## src/rtl/pc_sequencer_if.sv

```systemverilog
// pc_sequencer_if
//   Groups the pipeline-facing signals of the next-PC sequencer into one bundle.
//   The slave modport is the sequencer. The master modport is the pipeline or
//   front end that drives hazards and redirects and consumes PC/flush controls.
// Signals
//   pc_cur       current PC register value
//   imem_ready   instruction word at pc_cur valid this cycle
//   load_use     ID-stage load-use hazard
//   jump         ID-stage jump resolved; target on jump_tgt
//   jump_tgt     jump target
//   br_taken     EX-stage branch taken; target on br_tgt
//   br_tgt       branch target
//   exc_req      synchronous exception request
//   exc_pc       PC of the faulting instruction
//   irq          level-sensitive external interrupt
//   eret         ID-stage eret decoded
//   pc_next      PC register input
//   pc_write     PC register write enable
//   pc_flush     PC register clear
//   if_id_write  IF/ID enable
//   if_id_flush  IF/ID bubble
//   id_ex_flush  ID/EX bubble
//   epc          saved return PC
//   kernel       high while handling an exception or interrupt
interface pc_sequencer_if;
  logic [31:0] pc_cur;
  logic        imem_ready;
  logic        load_use;
  logic        jump;
  logic [31:0] jump_tgt;
  logic        br_taken;
  logic [31:0] br_tgt;
  logic        exc_req;
  logic [31:0] exc_pc;
  logic        irq;
  logic        eret;

  logic [31:0] pc_next;
  logic        pc_write;
  logic        pc_flush;
  logic        if_id_write;
  logic        if_id_flush;
  logic        id_ex_flush;
  logic [31:0] epc;
  logic        kernel;

  modport master (
    output pc_cur, imem_ready, load_use, jump, jump_tgt, br_taken, br_tgt,
           exc_req, exc_pc, irq, eret,
    input  pc_next, pc_write, pc_flush, if_id_write, if_id_flush, id_ex_flush,
           epc, kernel
  );

  modport slave (
    input  pc_cur, imem_ready, load_use, jump, jump_tgt, br_taken, br_tgt,
           exc_req, exc_pc, irq, eret,
    output pc_next, pc_write, pc_flush, if_id_write, if_id_flush, id_ex_flush,
           epc, kernel
  );
endinterface

```

## src/rtl/pc_sequencer.sv

```systemverilog
// pc_sequencer
//   Next-PC selection and front-end flow control for the 5-stage pipeline.
//   Each cycle it arbitrates the following sources, from highest priority to lowest:
//   exception (including imem timeout), IRQ, branch, eret, jump, load-use stall,
//   imem wait, and sequential fetch. It owns EPC and the kernel-mode flag.
// Ports
//   clk    clock; all state changes on the rising edge
//   reset  synchronous, active-high
//   bus    pc_sequencer_if.slave (hazard/redirect inputs, PC and pipeline controls)
// Parameters
//   EXC_VECTOR  fetch address on exception or imem timeout
//   IRQ_VECTOR  fetch address on external interrupt
//   IMEM_TMO    consecutive imem wait cycles that raise a bus-error exception (>=2)
module pc_sequencer #(
  parameter logic [31:0] EXC_VECTOR = 32'h8000_0004,
  parameter logic [31:0] IRQ_VECTOR = 32'h8000_0008,
  parameter int          IMEM_TMO   = 16
) (
  input logic           clk,
  input logic           reset,
  pc_sequencer_if.slave bus
);

  localparam int CNT_W = $clog2(IMEM_TMO + 1);

  typedef enum logic {ST_RUN, ST_IWAIT} state_t;

  state_t           state, state_nxt;
  logic [CNT_W-1:0] tmo_cnt, tmo_cnt_nxt;
  logic [31:0]      epc_q, epc_nxt;
  logic             kernel_q, kernel_nxt;

  logic [31:0] pc_seq;
  logic        tmo_hit;
  logic        take_exc;
  logic        take_irq;

  logic [31:0] pc_next;
  logic        pc_write;
  logic        pc_flush;
  logic        if_id_write;
  logic        if_id_flush;
  logic        id_ex_flush;

  assign pc_seq = bus.pc_cur + 32'd4;

  // The wait counter already holds the previous wait cycles. When it reaches
  // IMEM_TMO-1 and the current cycle is still waiting, that is the IMEM_TMO-th
  // consecutive wait cycle.
  assign tmo_hit  = (state == ST_IWAIT) && !bus.imem_ready &&
                    (tmo_cnt == CNT_W'(IMEM_TMO - 1));
  assign take_exc = bus.exc_req || tmo_hit;

  // An interrupt is taken only on a clean cycle. When it is not taken, it stays
  // pending because irq is level-sensitive.
  assign take_irq = bus.irq && !kernel_q && !bus.br_taken && !bus.jump &&
                    !bus.load_use && (state == ST_RUN) && bus.imem_ready;

  always_ff @(posedge clk) begin
    if (reset) begin
      state    <= ST_RUN;
      tmo_cnt  <= '0;
      epc_q    <= '0;
      kernel_q <= 1'b0;
    end else begin
      state    <= state_nxt;
      tmo_cnt  <= tmo_cnt_nxt;
      epc_q    <= epc_nxt;
      kernel_q <= kernel_nxt;
    end
  end

  always_comb begin
    state_nxt   = state;
    tmo_cnt_nxt = tmo_cnt;
    epc_nxt     = epc_q;
    kernel_nxt  = kernel_q;
    pc_next     = pc_seq;
    pc_write    = 1'b1;
    pc_flush    = 1'b0;
    if_id_write = 1'b1;
    if_id_flush = 1'b0;
    id_ex_flush = 1'b0;

    if (reset) begin
      pc_write    = 1'b0;
      pc_flush    = 1'b1;
      if_id_flush = 1'b1;
      id_ex_flush = 1'b1;
    end else if (take_exc) begin
      pc_next     = EXC_VECTOR;
      if_id_flush = 1'b1;
      id_ex_flush = 1'b1;
      epc_nxt     = tmo_hit ? bus.pc_cur : bus.exc_pc;
      kernel_nxt  = 1'b1;
      state_nxt   = ST_RUN;
      tmo_cnt_nxt = '0;
    end else if (take_irq) begin
      pc_next     = IRQ_VECTOR;
      if_id_flush = 1'b1;
      epc_nxt     = bus.pc_cur;
      kernel_nxt  = 1'b1;
      state_nxt   = ST_RUN;
      tmo_cnt_nxt = '0;
    end else if (bus.br_taken) begin
      pc_next     = bus.br_tgt;
      if_id_flush = 1'b1;
      id_ex_flush = 1'b1;
      state_nxt   = ST_RUN;
      tmo_cnt_nxt = '0;
    end else if (bus.eret && kernel_q) begin
      pc_next     = epc_q;
      if_id_flush = 1'b1;
      kernel_nxt  = 1'b0;
      state_nxt   = ST_RUN;
      tmo_cnt_nxt = '0;
    end else if (bus.jump) begin
      pc_next     = bus.jump_tgt;
      if_id_flush = 1'b1;
      state_nxt   = ST_RUN;
      tmo_cnt_nxt = '0;
    end else if (bus.load_use) begin
      // A load-use stall freezes the PC and IF/ID and sends one bubble into EX.
      // The imem wait counter is left untouched.
      pc_write    = 1'b0;
      if_id_write = 1'b0;
      id_ex_flush = 1'b1;
    end else if (!bus.imem_ready) begin
      pc_write    = 1'b0;
      if_id_flush = 1'b1;
      state_nxt   = ST_IWAIT;
      tmo_cnt_nxt = tmo_cnt + CNT_W'(1);
    end else begin
      state_nxt   = ST_RUN;
      tmo_cnt_nxt = '0;
    end
  end

  assign bus.pc_next     = pc_next;
  assign bus.pc_write    = pc_write;
  assign bus.pc_flush    = pc_flush;
  assign bus.if_id_write = if_id_write;
  assign bus.if_id_flush = if_id_flush;
  assign bus.id_ex_flush = id_ex_flush;
  assign bus.epc         = epc_q;
  assign bus.kernel      = kernel_q;

endmodule
```

## src/flat_wrapper.sv

```systemverilog
// flat-port wrapper written by rule: the top's interface ports become plain ports
module pc_sequencer_flat 
#(
  parameter logic [31:0] EXC_VECTOR = 32'h8000_0004,
  parameter logic [31:0] IRQ_VECTOR = 32'h8000_0008,
  parameter int          IMEM_TMO   = 16
)
  (clk, reset, bus_pc_cur, bus_imem_ready, bus_load_use, bus_jump, bus_jump_tgt, bus_br_taken, bus_br_tgt, bus_exc_req, bus_exc_pc, bus_irq, bus_eret, bus_pc_next, bus_pc_write, bus_pc_flush, bus_if_id_write, bus_if_id_flush, bus_id_ex_flush, bus_epc, bus_kernel);
  pc_sequencer_if bus_i ();
  input logic clk;
  input logic reset;
  input wire logic [$bits(bus_i.pc_cur)-1:0] bus_pc_cur;
  input wire logic [$bits(bus_i.imem_ready)-1:0] bus_imem_ready;
  input wire logic [$bits(bus_i.load_use)-1:0] bus_load_use;
  input wire logic [$bits(bus_i.jump)-1:0] bus_jump;
  input wire logic [$bits(bus_i.jump_tgt)-1:0] bus_jump_tgt;
  input wire logic [$bits(bus_i.br_taken)-1:0] bus_br_taken;
  input wire logic [$bits(bus_i.br_tgt)-1:0] bus_br_tgt;
  input wire logic [$bits(bus_i.exc_req)-1:0] bus_exc_req;
  input wire logic [$bits(bus_i.exc_pc)-1:0] bus_exc_pc;
  input wire logic [$bits(bus_i.irq)-1:0] bus_irq;
  input wire logic [$bits(bus_i.eret)-1:0] bus_eret;
  output wire logic [$bits(bus_i.pc_next)-1:0] bus_pc_next;
  output wire logic [$bits(bus_i.pc_write)-1:0] bus_pc_write;
  output wire logic [$bits(bus_i.pc_flush)-1:0] bus_pc_flush;
  output wire logic [$bits(bus_i.if_id_write)-1:0] bus_if_id_write;
  output wire logic [$bits(bus_i.if_id_flush)-1:0] bus_if_id_flush;
  output wire logic [$bits(bus_i.id_ex_flush)-1:0] bus_id_ex_flush;
  output wire logic [$bits(bus_i.epc)-1:0] bus_epc;
  output wire logic [$bits(bus_i.kernel)-1:0] bus_kernel;
  assign bus_i.pc_cur = bus_pc_cur;
  assign bus_i.imem_ready = bus_imem_ready;
  assign bus_i.load_use = bus_load_use;
  assign bus_i.jump = bus_jump;
  assign bus_i.jump_tgt = bus_jump_tgt;
  assign bus_i.br_taken = bus_br_taken;
  assign bus_i.br_tgt = bus_br_tgt;
  assign bus_i.exc_req = bus_exc_req;
  assign bus_i.exc_pc = bus_exc_pc;
  assign bus_i.irq = bus_irq;
  assign bus_i.eret = bus_eret;
  assign bus_pc_next = bus_i.pc_next;
  assign bus_pc_write = bus_i.pc_write;
  assign bus_pc_flush = bus_i.pc_flush;
  assign bus_if_id_write = bus_i.if_id_write;
  assign bus_if_id_flush = bus_i.if_id_flush;
  assign bus_id_ex_flush = bus_i.id_ex_flush;
  assign bus_epc = bus_i.epc;
  assign bus_kernel = bus_i.kernel;
  pc_sequencer #(.EXC_VECTOR(EXC_VECTOR), .IRQ_VECTOR(IRQ_VECTOR), .IMEM_TMO(IMEM_TMO)) u_core (.clk(clk), .reset(reset), .bus(bus_i));
endmodule
```

## config.mk

```make
export PLATFORM = sky130hd
export DESIGN_NAME = pc_sequencer_flat
export DESIGN_NICKNAME = d
export VERILOG_FILES = /design/src/rtl/pc_sequencer_if.sv /design/src/rtl/pc_sequencer.sv /design/src/flat_wrapper.sv
export SDC_FILE = /design/constraint.sdc
export NUM_CORES = 1
export LEC_CHECK = 0
export ABC_AREA = 0
export BUFFER_PORTS_ARGS = -buffer_cell sky130_fd_sc_hd__clkbuf_2
export CAP_MARGIN = 15
export CORE_ASPECT_RATIO = 0.8
export CORE_MARGIN = 2
export CORE_UTILIZATION = 47
export DETAILED_ROUTE_END_ITERATION = 12
export GPL_TIMING_DRIVEN = 0
export PLACE_DENSITY = 0.83
export SYNTH_ARGS = -nofsm -noshare
export SYNTH_HDL_FRONTEND = slang
export SYNTH_SLANG_ARGS = --single-unit
```

## constraint.sdc

```tcl
create_clock -name clk -period 3.3 [get_ports clk]
set_clock_uncertainty 0.05 [all_clocks]
set_input_delay 0.33 -clock clk [delete_from_list [all_inputs] [get_ports clk]]
set_output_delay 0.33 -clock clk [all_outputs]
set_load 0.05 [all_outputs]
```

==> impl_metrics.tcl, run 1 <==
set metrics [dict create \
    status "finished, final reports clean" \
    cts_buffers 5 \
    pin_count 207 \
    firstDrtPassIters 6 \
    synth-async-reset-ratio_pct 0 \
    critPathMaxFanout 10 \
    slew_headroom_pct 21.8 \
    fin_cells 909 \
    slew_viol_final 0 \
    hp-class "in -> reg" \
    holdWs_ps 243 \
    drv_cap 0 \
    path_class "reg -> out" \
    worst_pin_slew_ps 1160 \
    syn2layout_area_growth_pct 33.8 \
    r2r-start "u_core.tmo_cnt[0]$_SDFFE_PP0N_" \
    hold_viol_final 0 \
    filler_cell_count 785 \
    grt_pass1_vias 5485 \
    dieArea_um2 9180 \
    initial_core_util_pct 49.1 \
    vias 5929 \
    ir_drop_mv 0.177 \
    holdPathStages 3 \
    final_layout_size_suffix_gt1_share_pct 31.8 \
    fin_tns_setup_ps 0 \
    synth_xor_area_share_pct 6.19 \
    preCtsSetupSlack_ps -210 \
    min_from "bus_exc_pc[21]" \
    finalCoreUtilization_pct 65.8 \
    via_per_inst 6.52 \
    power_mw 1.75 \
    arrival_ps 2870 \
    cp.required_ps 2920 \
    synth_mux_area_share_pct 1.52 \
    postSynthNetCount 730 \
    dpl-instance-area_um2 5110 \
    synth_top_area_share_pct 19.7 \
    cts_root_buf "clkbuf_8" \
    drc 0 \
    rsz0062_at_grt "false" \
    synth-edff-count 0 \
    fin_crit_ps 3250 \
    path_clk_slew_ps 90 \
    htreeDepth 2 \
    worstReg2RegEnd "u_core.bus.epc[11]$_SDFFE_PP0P_" \
    place_inst 901 \
    grt_usage_pct 39.8 \
    synth-compound-area-share_pct 29.5 \
    synth_top_family_by_area "simple AND/OR/NAND/NOR gates" \
    design_area_um2 5300 \
    power.leakage_nw 2.40 \
    ys_seq_area_share_pct 19.7 \
    cts_tree "built" \
    mostFrequentLayoutCells "clkbuf_2, nor2_1, nand2_1, nand3_1, a21oi_1" \
    antenna_cells 0 \
    place.port_buffers 203 \
    clock_latency_ps 310 \
    setup_viol 0 \
    fmax_ghz 0.307 \
    die_w_um 107 \
    synth_seq_cells 39 \
    grt_pass1_wl_um 28400 \
    setup_ws_ps 45.1 \
    synth.distinct_cells 49 \
    power_density_nw_per_um2 331 \
    final_common_cell "clkbuf_2" \
    finalCritPeriodShare_pct 98.6 \
    holdPathEnd "u_core.bus.epc[21]$_SDFFE_PP0P_" \
    ant_nets 0 \
    synth_fa_ha_area_share_pct 0.948 \
    totalWireLength_um 18900 \
    row_count 29 \
    cp-start-kind "flop" \
    regToRegSetupSlack_ps 730 \
    clock_path_buffers 2 \
    ys.flop_type "dfxtp_1" \
    drt_iter0_drc 768 \
    fp.dieH_um 86.1 \
    final_nets 940 \
    critPathCaptureType "primary output" \
    synth_top_area_cell "dfxtp_1" \
    syn_inst 590 \
    grt_max_degree 12 \
    antenna_found_initial 0 \
    synth.avg_cell_area_um2 6.71 \
    clock-sinks 39 \
    dp_hpwl_um 14400 \
    gr-total-overflow 0 \
    wire_per_inst_um 20.8 \
    yosysWarnings 0 \
    core_area_um2 8060 \
    cts_setup_buffers 0 \
    synth-simple-area-share_pct 35.0 \
    reg2reg_depth 8 \
    gp_congestion 0.942 \
    netlist_area_um2 3960 \
    synth_area_leaders "dfxtp_1, nand3_1, a311oi_2" \
]
logic make-up after synthesis:
family,after synthesis
adders and majority gates,3
DFF,39
AOI/OAI and AO/OA,162
and+or+nand+nor,287
muxes,6
xor gates and xnor gates,28
buffers and inverters,65
timing repair:
action / in CTS / in global routing
resized for setup: 17 / 11
pin swaps: 0 / 1
hold buffers: 0 / 0
endpoints found under the setup margin: 25 / 23
hold endpoints to repair: 0 / 0
metal layers:
layer | part of all wire [%] | global-route usage, % | wire, µm
met1 | 38 | 51.5 | 7150
met2 | 43 | 62.5 | 8150
met3 | 15 | 10.4 | 2790
met4 | 4.4 | 17.2 | 835
met5 | 0 | 0 | 0
flip-flops by register name, indices dropped and copies added, names as in the netlist:
signal and cells:
u_core.bus.epc 32, u_core.tmo_cnt 5, u_core.bus.kernel 1, u_core.state 1
power breakdown:
| part | switching [mW] | total (mW) | internal [mW] | leakage [nW] |
|---|---|---|---|---|
| Combinational | 0.587 | 0.831 | 0.245 | 2.03 |
| Clock | 0.197 | 0.388 | 0.192 | 0.0515 |
| Sequential | 0.0309 | 0.533 | 0.502 | 0.323 |
worst max path at each step:
stage	start	depth (start not counted)	endpoint
4_1_cts	u_core.tmo_cnt[0]$_SDFFE_PP0N_	10	bus_pc_next[21]
3_5_place_dp	u_core.tmo_cnt[0]$_SDFFE_PP0N_	9	bus_pc_next[17]
6_report	u_core.tmo_cnt[0]$_SDFFE_PP0N_	10	bus_pc_next[7]
3_3_place_gp	u_core.tmo_cnt[0]$_SDFFE_PP0N_	9	bus_pc_next[17]
2_1_floorplan	u_core.tmo_cnt[0]$_SDFFE_PP0N_	9	bus_pc_next[21]
5_1_grt	u_core.tmo_cnt[0]$_SDFFE_PP0N_	10	bus_pc_next[15]
worst max-delay path: stages, from the launching register on:
cell	delay (ps)
dfxtp_1	370
ha_1	250
and3_1	190
ha_1	230
nand3b_4	180
nand3_4	160
nor2_1	230
buf_2	290
a21oi_1	110
o21ai_1	220
clkbuf_2	310
cell usage after synthesis, types with 3 or more instances:
| cell type | n |
|---|---|
| ha_1 | 3 |
| a311oi_2 | 20 |
| nand2_1 | 67 |
| inv_1 | 12 |
| nor2_1 | 77 |
| a32oi_1 | 3 |
| buf_6 | 3 |
| nor2b_1 | 5 |
| a21oi_1 | 49 |
| a311oi_1 | 13 |
| a31oi_1 | 10 |
| nor3_1 | 13 |
| o22ai_1 | 17 |
| nand3_1 | 61 |
| nand4_1 | 9 |
| and3_1 | 12 |
| o211ai_1 | 3 |
| nand3b_1 | 6 |
| o21ai_0 | 29 |
| xor2_1 | 18 |
| xnor2_1 | 10 |
| buf_4 | 3 |
| nor4_1 | 9 |
| clkbuf_1 | 43 |
| a211oi_1 | 5 |
| mux2i_1 | 6 |
| buf_2 | 3 |
| nand2b_1 | 18 |
| dfxtp_1 | 39 |
final cells by class:
class	count	area, µm²	share of cell area (%)
clock buffer	8	100	1.89
tap	108	135	2.55
multi-input combinational	486	2960	55.8
timing repair buffer	203	1030	19.5
buffer	53	246	4.65
sequential	39	781	14.7
inverter	12	45.0	0.850
(Power assumes the default switching activity.)
==> run 2: changes to the inputs <==
RECOVER_POWER = 100   (was unset)
==> impl_metrics.tcl, run 2 (synthesis gave the netlist of run 1 again) <==
set metrics [dict create \
    regArea_um2 781 \
    power_frac_clock_pct 22.4 \
    critPathCaptureType "primary output" \
    firstDrtPassIters 6 \
    worst_path_max_delay_cell "dfxtp_1" \
    dieArea_um2 9180 \
    design_area_um2 5170 \
    final_nets 940 \
    clock-sinks 39 \
    grt_pass1_vias 5485 \
    final_layout_size_suffix_gt1_share_pct 25.6 \
    crit_path_frequent_cell "ha_1" \
    vias 5891 \
    via_per_inst 6.48 \
    setup_viol 0 \
    hp-class "in -> reg" \
    regToRegSetupSlack_ps 130 \
    cts_setup_buffers 0 \
    cts_hold_buf 0 \
    reg2reg_depth 9 \
    holdPathStages 3 \
    path_cells "ha_1 > and3_1 > ha_1 > nand3b_4 > nand3_4 > nor2_1 > buf_2 > a21oi_1 > o21ai_1 > clkbuf_2" \
    swShare_pct 46.6 \
    slew_viol_final 0 \
    gr-total-overflow 0 \
    fin_cells 909 \
    cp-endpoint "bus_pc_next[7]" \
    cp_slowest_stage_delay_ps 370 \
    drt_iter0_drc 931 \
    setup_ws_ps 86.3 \
    grt_max_degree 12 \
    clock_path_buffers 2 \
    startpoint "u_core.tmo_cnt[0]$_SDFFE_PP0N_" \
    gp_congestion 0.942 \
    place_inst 901 \
    wire_per_inst_um 20.7 \
    row_count 29 \
    cts_buffers 5 \
    die_w_um 107 \
    final_common_cell "clkbuf_2" \
    grt_usage_pct 39.8 \
    place.port_buffers 203 \
    status "finished, final reports clean" \
    fmax_ghz 0.311 \
    multi_input_area_um2 2900 \
    slew_headroom_pct 25.3 \
    cp-start-kind "flop" \
    grt_pass1_wl_um 28400 \
    rsz0062_at_grt "false" \
    arrival_ps 2830 \
    drc 0 \
    antenna_cells 0 \
    core_area_um2 8060 \
    dpl-instance-area_um2 5110 \
    critPathMaxFanout 10 \
    syn2layout_area_growth_pct 30.7 \
    pin_count 207 \
    fin_crit_ps 3210 \
    seqPwrFrac_pct 30.8 \
    path_clk_slew_ps 90 \
    r2r-start "u_core.tmo_cnt[0]$_SDFFE_PP0N_" \
    pwr-share-comb_pct 46.8 \
    hold_viol_final 0 \
    largest_reg_flops 32 \
    drv_cap 0 \
    power.internal_mw 0.921 \
    p_sw_mw 0.805 \
    power.leakage_nw 2.26 \
    antenna_found_initial 0 \
    cts_tree "built" \
    totalWireLength_um 18800 \
    cts_root_buf "clkbuf_8" \
    mostFrequentLayoutCells "clkbuf_2, clkbuf_1, nor2_1, nand2_1, nand3_1" \
    cp.required_ps 2920 \
    clock_latency_ps 310 \
    worst_pin_slew_ps 1110 \
    preCtsSetupSlack_ps -210 \
    finalCoreUtilization_pct 64.2 \
    filler_cell_count 828 \
    htreeDepth 2 \
    dp_hpwl_um 14400 \
    fp.dieH_um 86.1 \
    ant_nets 0 \
    ir_drop_mv 0.167 \
    worstReg2RegEnd "u_core.bus.epc[11]$_SDFFE_PP0P_" \
    power_density_nw_per_um2 334 \
    finalCritPeriodShare_pct 97.4 \
    initial_core_util_pct 49.1 \
    power_mw 1.73 \
    path_class "reg -> out" \
]
## run 2: cell types whose count changed in the layout (fill, tap and decap cells not counted), moves of 8 or more
cell	previous run	this run
clkbuf_2	196	160
a311oi_1	13	21
a311oi_2	20	12
clkbuf_1	40	82
## run 2: how the worst min path moves through the flow
| stage | end | startpoint | slack [ps] |
|---|---|---|---|
| 6_report | u_core.bus.epc[1]$_SDFFE_PP0P_ | bus_exc_pc[1] | 240 |
| 5_1_grt | u_core.bus.epc[24]$_SDFFE_PP0P_ | bus_exc_pc[24] | 240 |
| 4_1_cts | u_core.bus.epc[24]$_SDFFE_PP0P_ | bus_exc_pc[24] | 250 |
| 3_5_place_dp | u_core.tmo_cnt[4]$_SDFFE_PP0N_ | u_core.tmo_cnt[4]$_SDFFE_PP0N_ | 440 |
| 3_3_place_gp | u_core.tmo_cnt[4]$_SDFFE_PP0N_ | u_core.tmo_cnt[4]$_SDFFE_PP0N_ | 420 |
| 2_1_floorplan | u_core.tmo_cnt[3]$_SDFFE_PP0N_ | u_core.tmo_cnt[3]$_SDFFE_PP0N_ | 410 |
## run 2: metrics by stage
step	TNS (ps)	hold slack, ps
finish	0	238
global route	0	242
CTS	0	250
detailed placement	-764	444
global placement	-615	420
floorplan	0	408
## run 2: worst max-delay path, delay by kind of cell (launching register included)
family,cells,cell delay (ps)
buffers and inverters,2,600
AOI/OAI and AO/OA,2,300
and+or+nand+nor,4,760
DFF,1,370
adders and majority gates,2,480
## run 2: metal layers
layer | global-route usage, % | wire length, µm | up-vias
met5 | 0 | 0 | -
met4 | 17.2 | 722 | 0
met3 | 10.4 | 2860 | 85
met2 | 62.5 | 8210 | 545
met1 | 51.5 | 7050 | 2686
li1 | - | - | 2575
## run 2: power groups by stage
stage | Sequential (mW) | Combinational, mW | Clock [mW]
4_1_cts | 0.531 | 0.808 | 0.382
2_1_floorplan | 0.639 | 0.427 | 0
6_report | 0.532 | 0.808 | 0.386
3_3_place_gp | 0.541 | 0.784 | 0
5_1_grt | 0.535 | 0.847 | 0.406
3_5_place_dp | 0.542 | 0.796 | 0
## run 2: area by class of cell
type                       count  area share, %
multi-input combinational    486           56.1
timing repair buffer         203           19.0
sequential                    39           15.1
buffer                        53           4.40
tap                          108           2.61
clock buffer                   8           1.93
inverter                      12          0.871
## run 2: what timing repair did
| action | 4_1_cts | 5_1_grt |
|---|---|---|
| pin swaps | 0 | 1 |
| resized for setup | 17 | 11 |
| cloned | 0 | 0 |
| setup endpoints to repair | 25 | 23 |
